[config.mk]
export PLATFORM = sky130hd
export DESIGN_NAME = dmem_arbiter
export DESIGN_NICKNAME = d
export VERILOG_FILES = /design/src/rtl/dmem_arbiter.sv
export SDC_FILE = /design/constraint.sdc
export NUM_CORES = 1
export LEC_CHECK = 0
export CORE_MARGIN = 8
export CORE_UTILIZATION = 23
export CTS_CLUSTER_DIAMETER = 120
export DETAILED_ROUTE_END_ITERATION = 7
export HOLD_SLACK_MARGIN = 0.05
export PLACE_DENSITY = 0.67
export SLEW_MARGIN = 20
export SYNTH_ARGS = -nofsm -noshare
export SYNTH_HDL_FRONTEND = slang
export SYNTH_SLANG_ARGS = --single-unit
[constraint.sdc]
create_clock -name clk -period 2.2 [get_ports clk]
set_input_delay 0.33 -clock clk [delete_from_list [all_inputs] [get_ports clk]]
set_output_delay 0.33 -clock clk [all_outputs]
set_load 0.02 [all_outputs]
[src/rtl/dmem_arbiter.sv]
// Round-robin arbiter in front of the single-port data memory: grants one of two
// requesters per cycle, forms byte lanes for stores and extends load data.
module dmem_arbiter #(
  parameter int ADD_WIDTH = 18
) (
  input  logic        clk,
  input  logic        reset,

  input  logic        m0_req,
  input  logic        m0_we,
  input  logic [1:0]  m0_size,
  input  logic        m0_uns,
  input  logic [31:0] m0_add,
  input  logic [31:0] m0_wdata,
  output logic        m0_gnt,
  output logic        m0_rvalid,
  output logic [31:0] m0_rdata,
  output logic        m0_err,

  input  logic        m1_req,
  input  logic        m1_we,
  input  logic [1:0]  m1_size,
  input  logic        m1_uns,
  input  logic [31:0] m1_add,
  input  logic [31:0] m1_wdata,
  output logic        m1_gnt,
  output logic        m1_rvalid,
  output logic [31:0] m1_rdata,
  output logic        m1_err,

  output logic [31:0] mem_add,
  output logic [3:0]  mem_wen,
  output logic [31:0] mem_wdata,
  input  logic [31:0] mem_rdata
);

  typedef struct packed {
    logic       valid;
    logic       port;
    logic       we;
    logic [1:0] size;
    logic [1:0] lsb;
    logic       uns;
    logic       err;
  } tag_t;

  tag_t        tag;
  logic        last;

  logic        any_gnt;
  logic        g_we;
  logic [1:0]  g_size;
  logic        g_uns;
  logic [31:0] g_add;
  logic [31:0] g_wdata;
  logic        g_align;
  logic        g_range;
  logic        g_legal;

  logic [31:0] shifted;
  logic [31:0] ext;
  logic [31:0] resp_data;
  logic        resp;

  // On a tie the port that did not win last time gets the slot.
  always_comb begin
    // NOTE: every output of a combinational block gets a default first, so no path can infer a latch.
    m0_gnt = 1'b0;
    m1_gnt = 1'b0;
    if (!reset) begin
      if (m0_req && (!m1_req || last)) m0_gnt = 1'b1;
      else if (m1_req)                 m1_gnt = 1'b1;
    end
  end

  assign any_gnt = m0_gnt | m1_gnt;
  assign g_we    = m1_gnt ? m1_we    : m0_we;
  assign g_size  = m1_gnt ? m1_size  : m0_size;
  assign g_uns   = m1_gnt ? m1_uns   : m0_uns;
  assign g_add   = m1_gnt ? m1_add   : m0_add;
  assign g_wdata = m1_gnt ? m1_wdata : m0_wdata;

  always_comb begin
    case (g_size)
      2'b00:   g_align = 1'b1;
      2'b01:   g_align = ~g_add[0];
      2'b10:   g_align = (g_add[1:0] == 2'b00);
      default: g_align = 1'b0;
    endcase
  end

  assign g_range = ((g_add >> ADD_WIDTH) == 32'd0);
  assign g_legal = g_align & g_range;

  always_comb begin
    mem_add   = 32'd0;
    mem_wen   = 4'b0000;
    mem_wdata = 32'd0;
    if (any_gnt) begin
      mem_add = {g_add[31:2], 2'b00};
      if (g_we && g_legal) begin
        case (g_size)
          2'b00: begin
            mem_wen   = 4'b0001 << g_add[1:0];
            mem_wdata = {4{g_wdata[7:0]}};
          end
          2'b01: begin
            mem_wen   = g_add[1] ? 4'b1100 : 4'b0011;
            mem_wdata = {2{g_wdata[15:0]}};
          end
          2'b10: begin
            mem_wen   = 4'b1111;
            mem_wdata = g_wdata;
          end
          default: ;
        endcase
      end
    end
  end

  always_ff @(posedge clk) begin
    // NOTE: sequential state uses non-blocking assignments so every register samples pre-edge values.
    if (reset) begin
      tag  <= '0;
      last <= 1'b1;
    end else begin
      tag.valid <= any_gnt;
      tag.port  <= m1_gnt;
      tag.we    <= g_we;
      tag.size  <= g_size;
      tag.lsb   <= g_add[1:0];
      tag.uns   <= g_uns;
      tag.err   <= ~g_legal;
      if (any_gnt) last <= m1_gnt;
    end
  end

  // The memory word arrives one cycle after its address, aligned with the tag.
  always_comb begin
    shifted = mem_rdata >> {tag.lsb, 3'b000};
    case (tag.size)
      2'b00:   ext = {{24{~tag.uns & shifted[7]}},  shifted[7:0]};
      2'b01:   ext = {{16{~tag.uns & shifted[15]}}, shifted[15:0]};
      default: ext = shifted;
    endcase
    resp_data = (tag.we || tag.err) ? 32'd0 : ext;
  end

  assign resp      = tag.valid & ~reset;
  assign m0_rvalid = resp & ~tag.port;
  assign m1_rvalid = resp &  tag.port;
  assign m0_err    = m0_rvalid & tag.err;
  assign m1_err    = m1_rvalid & tag.err;
  assign m0_rdata  = m0_rvalid ? resp_data : 32'd0;
  assign m1_rdata  = m1_rvalid ? resp_data : 32'd0;

endmodule

Word-level counts from Yosys, hierarchy flattened

Cells that the tools add are included.

Register bits: 10
Bits of input ports: 172
Output and inout port bits: 138
Logic and storage cells: 59

Equality and inequality tests: 3
Shift-type cells: 2
Muxes and demuxes: 23
Bitwise logic cells: 14
Reduce and logical (&&, ||, !) cells: 9

Operator list:

| kind                                                 | count |
|---|---|
| two-way mux 32 bit                                   | 8 |
| one-hot mux 32 bit (3 select lines)                  | 1 |
| one-hot mux 32 bit (2 select lines)                  | 1 |
| zero test 32 bit                                     | 1 |
| right shift 32 x 5 -> 32 bit                         | 1 |
| two-way mux 4 bit                                    | 3 |
| one-hot mux 4 bit (3 select lines)                   | 1 |
| AND 1 bit                                            | 8 |
| two-way mux 1 bit                                    | 7 |
| zero test 2 bit                                      | 3 |
| inverter 1 bit                                       | 5 |
| equality test 2 x 1 -> 1 bit (second input constant) | 2 |
| left shift 1 x 2 -> 4 bit (first input constant)     | 1 |
| one-hot mux 1 bit (3 select lines)                   | 1 |
| equality test 2 bit (second input constant)          | 1 |
| logical AND 1 bit                                    | 2 |
| logical OR 1 bit                                     | 2 |
| two-way mux 2 bit                                    | 1 |
| zero test 1 bit                                      | 1 |
| bitwise OR 1 bit                                     | 1 |

Depth between registers and ports, before layout

Gate-level depths: netlist of the first run.

Depth in word-level cells: 12
Gate-level depth with buffers: 8
Gate-level depth less buffers: 5

Least setup slack after synthesis of the first run

Ideal clock, no wire load.

Path kind: input -> output
Start point: input port m1_size[1]
End point: output port mem_wdata[15]
Arrival time: 1.876 ns
Data required time: 1.870 ns
Slack: -0.006 ns
Stages on the path: 5
Path buffers: 1
Path through: buf_2 a21oi_1 o211ai_1 mux2_4 a2111oi_1

Longest elaborated chain between the ends: 7
Elaborated cells on any way between the ends: 10
Classes of those cells: eq/ne: 2; mux: 5; bitwise: 1; reduce/logical: 2

RTL lines:

| element                                     | line    | RTL |
|---|---|---|
| from (decl)                                 | 22      | `input logic [1:0] m1_size,` |
| two-way mux 2 bit *                         | 78      | `assign g_size = m1_gnt ? m1_size : m0_size;` |
| equality test 2 bit (tied with other cells) | 84, 102 |  |
| one-hot mux 1 bit (3 select lines)          | 84      | `case (g_size)` |
| AND 1 bit                                   | 93      | `assign g_legal = g_align & g_range;` |
| logical AND 1 bit                           | 101     | `if (g_we && g_legal) begin` |
| two-way mux 32 bit *                        | 101     |  |
| two-way mux 32 bit *                        | 99      | `if (any_gnt) begin` |
| to (decl)                                   | 33      | `output logic [31:0] mem_wdata,` |

Mark *: on every way between the ends. The rest lies on a longest branch, timed or not.

Worst setup path after layout of the first run

Start point: register last
End point: output port mem_wdata[23]

Longest elaborated chain between the ends: 11
Elaborated cells on any way between the ends: 23
Classes of those cells: eq/ne: 2; mux: 12; bitwise: 3; reduce/logical: 6

RTL lines:

| element                                                 | line    | RTL |
|---|---|---|
| from (decl)                                             | 48      | `logic last;` |
| from (signal assigned)                                  | 134     | `if (any_gnt) last <= m1_gnt;` |
| logical OR 1 bit *                                      | 71      | `if (m0_req && (!m1_req \|\| last)) m0_gnt = 1'b1;` |
| logical AND 1 bit *                                     | 71      |  |
| two-way mux 1 bit                                       | 71      |  |
| two-way mux 1 bit                                       | 70      | `if (!reset) begin` |
| two-way mux 2 bit or two-way mux 32 bit (tied branches) | 78, 80  |  |
| equality test 2 bit (tied with other cells)             | 84, 102 |  |
| one-hot mux 1 bit (3 select lines)                      | 84      |  |
| AND 1 bit                                               | 93      |  |
| logical AND 1 bit                                       | 101     |  |
| two-way mux 32 bit                                      | 101     |  |
| two-way mux 32 bit *                                    | 99      |  |

Marked as above.

==> results of run 1 <==
## cells in the final DEF (no fill, tap or decap), types with 9 or more instances in the layout
master and count:
buf_6 52, dlygate4sd2_1 30, clkbuf_2 19, o211ai_1 33
buf_12 9, nand4_1 15, clkdlybuf4s50_1 127, mux2_2 12
clkdlybuf4s15_2 22, buf_2 48, nor3_2 12, nor2_1 35
nor3_4 11, a21oi_2 12, nand2_1 110, a211oi_2 23
o21ai_0 25, a21o_1 20, inv_1 11, a21oi_1 66
and2_1 14, buf_4 169, mux2i_1 31
## layout make-up
type | instances | share of cell area (%)
Antenna cell | 2 | 0.0556
Clock buffer | 3 | 0.835
Inverter | 16 | 0.723
Multi-Input combinational cell | 523 | 43.1
Sequential cell | 10 | 2.34
Tap cell | 216 | 3.00
Timing Repair Buffer | 492 | 49.9
## stage by stage
step / setup TNS, ps / power, W / hold WS (ps)
after detailed placement: -93110 / 0.00156 / 601
after global routing: -5290 / 0.00216 / 476
after CTS: -3750 / 0.00198 / 520
after global placement: -90090 / 0.00155 / 598
after floorplan: 0 / 0.000769 / 439
final: -3060 / 0.00205 / 435
## state kept, by name (all words and copies together), names as in the netlist
| name | cells |
|---|---|
| tag | 9 |
| last | 1 |
## path summary, 6_finish.rpt
kind	start	to	slack, ps	cells past startpoint
worst min-delay path	m1_add[0]	tag[2]	440	3
worst min register to register	last	last	600	2
worst max register to register	last	tag[0]	440	7
worst max-delay path	last	mem_wdata[23]	-230	8
## kinds of logic (layout without fill, tap and decap cells)
kind of cell / Yosys count / after routing / synth area share (%)
buffers and inverters: 85 / 511 / 10.4
DFF: 10 / 10 / 5.33
other: 1 / 4 / 0.0999
muxes: 49 / 49 / 13.9
and+or+nand+nor: 240 / 240 / 30.4
AOI/OAI and AO/OA: 232 / 232 / 39.8
## power by group
part / total [W] / switching (W) / internal (W) / leakage, nW
clock network: 0.000309 / 0.0000743 / 0.000235 / 0.0370
logic: 0.00153 / 0.000766 / 0.000766 / 3.74
registers: 0.000208 / 0.0000134 / 0.000195 / 0.0847
## what timing repair did
action | CTS | global route
buffers inserted | 29 | 9
setup endpoints to repair | 136 | 122
resized for setup | 764 | 140
pin swaps | 39 | 35
gates cloned | 11 | 2
## metal layers
| metal | share of wire (%) | vias to the layer above |
|---|---|---|
| li1 | - | 3112 |
| met1 | 37 | 3118 |
| met2 | 50 | 364 |
| met3 | 9.3 | 77 |
| met4 | 4.1 | 8 |
| met5 | 0.18 | - |
## critical path, delay by kind of cell, from the launching register on
family	cells	cell delay (ps)
AO/OA/AOI/OAI	1	140
buffers and inverters	4	630
flip-flops	1	330
multiplexers	1	380
AND/OR/NAND/NOR	2	370
==> impl_metrics.toml, run 1 <==
[synth]
synth_edf_count = 0
postSynthAreaPerCell_sq_um = 6.08
synth_warnings = 0
synthDistinctLibCells = 57
synth.most_common_cell = "nand2_1"
synth_ff_type = "dfxtp_1"
yosysTopAreaCell = "nand2_1"
seq_area_frac_synth_pct = 5.33
ys_async_sr_fraction_pct = 0
yosys-top-cells-count = "112 x nand2_1, 78 x a21oi_1, 38 x nor2_1"
synth_area_leaders = "nand2_1 11%, a21oi_1 10%, mux2i_1 9.3%"
synth_area_sq_um = 3750
synth-seq-cells = 10
synth_top_area_share_pct = 11.2
syn_inst = 617

[timing]
worst_pin_slew_ps = 503
slew_violations = 0
min_period_ps = 2430
hold_viol = 0
rsz0062_at_grt = "yes"
skew_ps = 0.982
layout_setup_ws_ps = -227
min_period_over_period_pct = 110
max_clock_freq_ghz = 0.412
setup_violations = 32
slew_headroom_pct = 66.3

[min_path]
min_path_type = "in -> reg"

[flow_run]
maxCapViolCount = 0

[clock_network]
cts.path.max_buffers = 2
clk_pin_slew_worst_paths_ps = 40
cts_tree = "built"
cts_hold_buf = 0
root_buffer = "clkbuf_16"
cts_buffers = 3
cts_max_level = 1
cts.sinks = 10
clk_latency_ps = 230

[die]
start_util_pct = 23.5
core-area_sq_um = 15900
fp.dieH_um = 144
pin_count = 310
num_rows = 46
dieArea_sq_um = 20700
die_x_um = 144

[placement]
port_buffers = 307
place.gp.congestion = 0.912
post_dp_cell_area_sq_um = 7900
dpl.hpwl_um = 19600
pre_cts_slack_ps = -1050
dp_cells = 1212

[setup_path]
endpoint_kind = "output port"
cp_slowest_cell = "mux2_4"
start_kind = "flip-flop"
critical_path_arrival_ps = 2100
cp_cell_sequence = "a21boi_4, buf_6, nand2_8, mux2_4, buf_16, buf_6, nor4_4, buf_4"
cp_slowest_stage_delay_ps = 380
crit_top_cell = "buf_6"
cp.required_ps = 1870
worstPathMaxFanout = 5
critical_path_class = "reg -> out"

[outcome]
violations = "negative setup slack"
status = "finished, violations left"

[power]
peakVddDrop_uv = 159
p_leak_nw = 3.86
power_density_nw_per_um2 = 228

[global_routing]
grt_usage_pct = 23.3
grt_util_met1_pct = 25.0
use_met2_pct = 42.7
gr-total-overflow = 0
antenna_found_initial = 6
grt-busiest-layer = "met2"
grt_pass1_vias = 6659
grt_max_degree = 36
grt_pass1_wl_um = 37700
use_met3_pct = 5.77

[detailed_routing]
antenna_left = 0
avgViaCountPerCell = 5.29
dr_total_vias = 6679
drt-initial-drc-count = 369
post_drt_wl_per_cell_um = 21.2
finalWirelength_um = 26700
drc = 0
drtPass1Iterations = 5

[cells_and_area]
final_layout_size_suffix_gt1_share_pct = 44.6
final_area_sq_um = 8990
nets = 1218
final_cells = 1262
finish.utilization_pct = 56.4
fillCellCount = 1481
multiInputGateArea_sq_um = 3880
area_delta_synth_final_pct = 140
register_area_sq_um = 210
Note: power is estimated with default switching activity, not from simulation.
==> run 2: changes to the inputs <==
--- a/config.mk
+++ b/config.mk
@@ -11,7 +11,7 @@
 export DETAILED_ROUTE_END_ITERATION = 7
 export HOLD_SLACK_MARGIN = 0.05
 export PLACE_DENSITY = 0.67
-export SLEW_MARGIN = 20
+export SLEW_MARGIN = 10
 export SYNTH_ARGS = -nofsm -noshare
 export SYNTH_HDL_FRONTEND = slang
 export SYNTH_SLANG_ARGS = --single-unit
==> results of run 2 <==
The final DEF is identical to that of run 1; final timing and power are the same.
